**src/rtl/uart_pkg.sv**
```systemverilog
// Shared UART definitions: receiver FSM states, oversampling ratio
// and the baud divider calculation.
package uart_pkg;

    typedef enum logic [2:0] {
        S_IDLE,
        S_START,
        S_DATA,
        S_STOP,
        S_WAIT_HIGH
    } uart_rx_state_t;

    localparam int UART_OVERSAMPLE = 16;

    // Rounded clk_freq / (baud * 16), never below 1.
    function automatic int uart_div(input longint clk_freq,
                                    input longint baud);
        longint den;
        longint q;
        den = baud * UART_OVERSAMPLE;
        q = (clk_freq + den / 2) / den;
        return (q < 1) ? 1 : int'(q);
    endfunction

endpackage

```
**src/rtl/uart_baud_tick.sv**
```systemverilog
// Oversampling tick divider: one-cycle tick every DIV clocks,
// phase restarted while restart is high.
module uart_baud_tick #(
    parameter int DIV = 4
) (
    input  logic clk,
    input  logic res_n,
    input  logic restart,
    output logic tick
);

    localparam int CW = (DIV > 1) ? $clog2(DIV) : 1;

    logic [CW-1:0] cnt;

    always_ff @(posedge clk) begin
        if (!res_n || restart) begin
            cnt  <= '0;
            tick <= 1'b0;
        end else if (cnt == CW'(DIV - 1)) begin
            cnt  <= '0;
            tick <= 1'b1;
        end else begin
            cnt  <= cnt + 1'b1;
            tick <= 1'b0;
        end
    end

endmodule

```
**src/rtl/uart_rx.sv**
```systemverilog
// 8N1 debug UART receiver, 16x oversampled, with a single-entry
// valid/ready holding register.
module uart_rx
    import uart_pkg::*;
#(
    parameter int CLK_FREQ  = 100000000,
    parameter int BAUD      = 921600,
    parameter int DATA_BITS = 8
) (
    input  logic                 clk,
    input  logic                 res_n,
    input  logic                 rx_in,
    output logic [DATA_BITS-1:0] data,
    output logic                 valid,
    input  logic                 ready,
    output logic                 frame_err,
    output logic                 overrun,
    output logic                 busy
);

    localparam int DIV = uart_div(CLK_FREQ, BAUD);
    localparam int SW  = $clog2(UART_OVERSAMPLE);
    localparam int BW  = $clog2(DATA_BITS + 1);
    localparam logic [SW-1:0] MID = SW'(UART_OVERSAMPLE / 2 - 1);

    uart_rx_state_t state_q, state_d;

    logic                 rx_m, rx_s;
    logic                 tick, restart, sample;
    logic [SW-1:0]        scnt;
    logic [BW-1:0]        bcnt;
    logic [DATA_BITS-1:0] shreg;
    logic                 shift, deliver, ferr;

    assign restart = (state_q == S_IDLE);
    assign sample  = tick && (scnt == MID);
    assign busy    = (state_q != S_IDLE);

    uart_baud_tick #(.DIV(DIV)) u_tick (
        .clk     (clk),
        .res_n   (res_n),
        .restart (restart),
        .tick    (tick)
    );

    always_ff @(posedge clk) begin
        if (!res_n) begin
            state_q <= S_IDLE;
        end else begin
            state_q <= state_d;
        end
    end

    always_comb begin
        state_d = state_q;
        shift   = 1'b0;
        deliver = 1'b0;
        ferr    = 1'b0;
        unique case (state_q)
            S_IDLE: begin
                if (!rx_s) state_d = S_START;
            end
            S_START: begin
                if (sample) state_d = rx_s ? S_IDLE : S_DATA;
            end
            S_DATA: begin
                if (sample) begin
                    shift = 1'b1;
                    if (bcnt == BW'(DATA_BITS - 1)) state_d = S_STOP;
                end
            end
            S_STOP: begin
                if (sample) begin
                    if (rx_s) begin
                        deliver = 1'b1;
                        state_d = S_IDLE;
                    end else begin
                        ferr    = 1'b1;
                        state_d = S_WAIT_HIGH;
                    end
                end
            end
            S_WAIT_HIGH: begin
                if (rx_s) state_d = S_IDLE;
            end
            default: state_d = S_IDLE;
        endcase
    end

    // Sample counter free-runs mod 16 after the start edge, so
    // each data/stop sample lands 16 ticks after the previous one.
    always_ff @(posedge clk) begin
        if (!res_n) begin
            rx_m      <= 1'b1;
            rx_s      <= 1'b1;
            scnt      <= '0;
            bcnt      <= '0;
            shreg     <= '0;
            data      <= '0;
            valid     <= 1'b0;
            frame_err <= 1'b0;
            overrun   <= 1'b0;
        end else begin
            rx_m <= rx_in;
            rx_s <= rx_m;
            if (state_q == S_IDLE) begin
                scnt <= '0;
            end else if (tick) begin
                scnt <= scnt + 1'b1;
            end
            if (state_q == S_START) begin
                bcnt <= '0;
            end else if (shift) begin
                bcnt <= bcnt + 1'b1;
            end
            if (shift) shreg <= {rx_s, shreg[DATA_BITS-1:1]};
            frame_err <= ferr;
            overrun   <= deliver && valid && !ready;
            if (deliver && (!valid || ready)) begin
                data  <= shreg;
                valid <= 1'b1;
            end else if (valid && ready) begin
                valid <= 1'b0;
            end
        end
    end

endmodule

```
**config.mk**
```make
export PLATFORM = sky130hd
export DESIGN_NAME = uart_rx
export DESIGN_NICKNAME = d
export VERILOG_FILES = /design/src/rtl/uart_pkg.sv /design/src/rtl/uart_baud_tick.sv /design/src/rtl/uart_rx.sv
export SDC_FILE = /design/constraint.sdc
export NUM_CORES = 1
export LEC_CHECK = 0
export ABC_AREA = 1
export BUFFER_PORTS_ARGS = -buffer_cell sky130_fd_sc_hd__buf_2
export CORE_AREA = 4 4 59 61
export CTS_CLUSTER_SIZE = 16
export DETAILED_ROUTE_END_ITERATION = 8
export DIE_AREA = 0 0 63 65
export GPL_ROUTABILITY_DRIVEN = 0
export GPL_TIMING_DRIVEN = 0
export PLACE_DENSITY_LB_ADDON = 0.25
export RECOVER_POWER = 50
export SKIP_LAST_GASP = 1
export SYNTH_ARGS = -nofsm -noshare
export SYNTH_HDL_FRONTEND = slang
export SYNTH_HIERARCHICAL = 1
export SYNTH_SLANG_ARGS = --single-unit
export TNS_END_PERCENT = 20
```
**constraint.sdc**
```tcl
create_clock -name clk -period 4.8 [get_ports clk]
set_clock_uncertainty 0.2 [all_clocks]
set_input_delay 0.48 -clock clk [delete_from_list [all_inputs] [get_ports clk]]
set_output_delay 0.48 -clock clk [all_outputs]
set_load 0.02 [all_outputs]
```
==> Flow_metrics.wiki <==
{| class="wikitable"
! Metric !! Value
|-
| Status || completed
|-
| Worst path bufs/invs || 3
|-
| Total congestion overflow || 0
|-
| Slew margin rel. || 0.683
|-
| Sum of routed wire length over all layers || ~2900 um
|-
| Vias per cell || between 5 and 6
|-
| Synth cell types || 25
|-
| Die ar. || just over 4000 sq um
|-
| Routed len/inst || between 10 and 15 um
|-
| Share of synthesized flip-flops with an asynchronous set or reset || 0
|-
| Signal arrival time at the worst endpoint || 1.34 ns
|-
| Core area || ~3000 sq um
|-
| Residual DRC count || 0
|-
| Worst vdd rail ir drop || between 0.1 and 0.15 mV
|-
| Share of the synthesized area in the top cell type || 0.481
|-
| H-tree lvl count || 2
|-
| Delay contributed by the slowest stage of the critical path || around 0.37 ns
|-
| Insertion delay to the later sink of the worst-skew pair || 0.34 ns
|-
| Mapped cell area || 1500 sq um
|-
| Initial detailed-routing violation count || between 60 and 70
|-
| Count of nets after finishing || 216
|-
| Number of max-cap violations || 0
|-
| Most frequently used cell type in the post-synthesis netlist || sky130_fd_sc_hd__dfxtp_1
|-
| Number of antenna violations at the first check in global routing || 0
|-
| Most instantiated cells after synthesis || sky130_fd_sc_hd__dfxtp_1 (36), sky130_fd_sc_hd__nand2_1 (35), sky130_fd_sc_hd__nor2_1 (32), sky130_fd_sc_hd__a21oi_1 (14), sky130_fd_sc_hd__inv_1 (12)
|-
| Remaining number of nets flagged by the antenna check after routing || 0
|-
| Number of sinks on the clock net || 36
|-
| Clock buffer count from CTS || 5
|-
| Worst Setup Path Type || reg -> out
|-
| Fraction of layout cells with a size suffix above 1 || 0.101
|-
| Antenna Diode Count || 0
|-
| Half-perimeter wire length after placement || approximately 2100 um
|-
| Transition time at the pin with the least slew margin || about 0.47 ns
|-
| Final Cycle Share || 0.420
|-
| Cell breakdown of the critical path || nor2_1 -> inv_1 -> nor2_1 -> inv_1 -> buf_2
|-
| Setup repair after global routing missed its margin || no
|-
| Clock transition at the registers of the reported paths || 0.10 ns
|-
| Final core utilization || 0.543
|-
| Highest attainable clock frequency || around 500 MHz
|-
| Detailed-route via count || 1,247
|-
| EDFF count, synth || 0
|-
| Required time at the endpoint of the critical path || between 4 and 5 ns
|-
| Hold buffer count at CTS || 0
|-
| Buffers from clock root to sink, at most || 2
|-
| Summed negative setup slack over all endpoints || 0 ns
|-
| CP endpoint kind || output pin
|-
| Tightest Hold Check Type || in -> reg
|-
| Area Growth Syn to Fin || 8.02%
|-
| Vias in the first global route || approximately 1,200
|-
| Top cell type by total area after synthesis || sky130_fd_sc_hd__dfxtp_1
|-
| Count of standard-cell rows || 20
|-
| Critical path fanouts, max || 5
|-
| Die span in x || roughly 63 um
|-
| Min Clock Period, post-route || around 2.0 ns
|-
| Maximum number of pins on one net before global-route repair || 11
|-
| Yosys reg bits || 36
|-
| Number of setup violations in the final report || 0
|-
| Die H || ~65 um
|-
| Category of the worst setup path launch point || flop
|-
| Hold Violations, Final || 0
|-
| Buffers on Ports || 15
|-
| Cells resized by post-CTS repair || 0
|-
| Synth top area cells || sky130_fd_sc_hd__dfxtp_1 (48%), sky130_fd_sc_hd__nand2_1 (8.8%), sky130_fd_sc_hd__nor2_1 (8.0%)
|-
| Clock tree from TritonCTS || done
|-
| Top delay family on crit path || flip-flops
|-
| CP max-delay cell || sky130_fd_sc_hd__dfxtp_1
|-
| Max Slew Vio Count || 0
|-
| Share of the yosys chip area belonging to registers || 0.481
|-
| Clock Tree Root || sky130_fd_sc_hd__clkbuf_4
|-
| Fill cell count || between 200 and 300
|-
| GRT Resource Usage Total || 0.156
|-
| Syn. warnings || 6
|-
| Mapped Cells || roughly 190
|-
| Total nets after synthesis || just under 200
|-
| Pre-antenna DRT Iters || 4
|-
| Power Dens Cells || 355 nW/um^2
|-
| Starting density of the core || 0.503
|-
| Main synth FF type || sky130_fd_sc_hd__dfxtp_1
|-
| Leak || about 0.00065 uW
|-
| Wire length of the first global-routing pass || between 4000 and 5000 um
|-
| I/O pin total || 16
|-
| Postcts setup bufs || 0
|-
| Average footprint of a synthesized cell || between 8 and 9 sq um
|}
## worst register-to-register path, stage by stage (launching register included)
cell                      delay (ns)
sky130_fd_sc_hd__dfxtp_1        0.39
sky130_fd_sc_hd__ha_1           0.23
sky130_fd_sc_hd__nand4_1        0.18
sky130_fd_sc_hd__nor2_1         0.42
sky130_fd_sc_hd__buf_6          0.20
sky130_fd_sc_hd__nand2_1        0.06
sky130_fd_sc_hd__a21oi_1        0.14
## per-stage QoR
| stage | setup WS (ns) | hold slack (ns) | cell area, sq um | cells | power, uW |
|---|---|---|---|---|---|
| finish | 2.78 | 0.121 | 1620 | 241 | 575 |
| detailed placement | 3.12 | 0.212 | 1610 | 234 | 437 |
| CTS | 2.77 | 0.112 | 1660 | 241 | 585 |
| global route | 2.68 | 0.111 | 1620 | 241 | 610 |
| global placement | 3.16 | 0.200 | 1610 | 234 | 428 |
| floorplan | 3.30 | 0.192 | 1500 | 186 | 409 |
## path summary, 6_finish.rpt
check / depth (start not counted) / from / endpoint / slack, ns
hold reg to reg: 1 / rx_m / rx_s / 0.22
setup reg to reg: 6 / scnt[0] / bcnt[3] / 2.92
hold / removal: 2 / rx_in / rx_m / 0.12
setup / recovery: 5 / state_q[1] / busy / 2.78
## placed cells by master, fill, tap and decap left out
| cell type | instances |
|---|---|
| sky130_fd_sc_hd__ha_1 | 4 |
| sky130_fd_sc_hd__nor2_2 | 1 |
| sky130_fd_sc_hd__clkbuf_4 | 5 |
| sky130_fd_sc_hd__nand3_1 | 9 |
| sky130_fd_sc_hd__a21oi_1 | 14 |
| sky130_fd_sc_hd__o21ai_0 | 10 |
| sky130_fd_sc_hd__clkbuf_1 | 16 |
| sky130_fd_sc_hd__nor3_1 | 1 |
| sky130_fd_sc_hd__inv_1 | 12 |
| sky130_fd_sc_hd__xnor2_1 | 1 |
| sky130_fd_sc_hd__nand2_2 | 1 |
| sky130_fd_sc_hd__dfxtp_1 | 36 |
| sky130_fd_sc_hd__buf_4 | 1 |
| sky130_fd_sc_hd__or2_2 | 2 |
| sky130_fd_sc_hd__nor3b_1 | 2 |
| sky130_fd_sc_hd__buf_6 | 1 |
| sky130_fd_sc_hd__xor2_1 | 3 |
| sky130_fd_sc_hd__nand4_1 | 10 |
| sky130_fd_sc_hd__buf_2 | 3 |
| sky130_fd_sc_hd__nand2_1 | 35 |
| sky130_fd_sc_hd__clkinv_2 | 1 |
| sky130_fd_sc_hd__nor2_1 | 33 |
| sky130_fd_sc_hd__mux2i_1 | 1 |
| sky130_fd_sc_hd__nor2_4 | 2 |
| sky130_fd_sc_hd__nand3_4 | 1 |
| sky130_fd_sc_hd__inv_2 | 3 |
## power breakdown
group / leakage (uW) / switching (uW) / internal [uW]
clock: 0.0000281 / 94.6 / 53.9
sequential: 0.000291 / 12.2 / 309
combinational: 0.000333 / 72.5 / 32.8
## sequential cells by signal, summed over array words and instances, names as in the netlist, 3 cells and up
signal      cells
bcnt            4
data            8
scnt            4
shreg           8
state_q         3
u_tick/cnt      3
## layer usage
metal	track usage	wire [um]
met1	0.181	1320
met2	0.252	1320
met3	0.0433	144
met4	0.105	81
met5	0	0
## kinds of logic (layout without fill, tap and decap cells)
group | after synthesis | after routing | synth area share
and+or+nand+nor | 97 | 97 | 0.317
DFF | 36 | 36 | 0.481
AOI/OAI and AO/OA | 24 | 24 | 0.0802
buffers and inverters | 20 | 42 | 0.0576
adders and majority gates | 4 | 4 | 0.0334
xor gates and xnor gates | 4 | 4 | 0.0234
muxes | 1 | 1 | 0.00668
## area by class of cell
cell class | count | area [sq um] | area share
Buffer | 5 | 30.0 | 0.0186
Clock buffer | 6 | 41.3 | 0.0255
Clock inverter | 1 | 5.00 | 0.00309
Inverter | 15 | 56.3 | 0.0348
Multi-Input combinational cell | 130 | 663 | 0.410
Sequential cell | 36 | 721 | 0.445
Tap cell | 33 | 41.3 | 0.0255
Timing Repair Buffer | 15 | 60.1 | 0.0371
(Power assumes the default switching activity.)
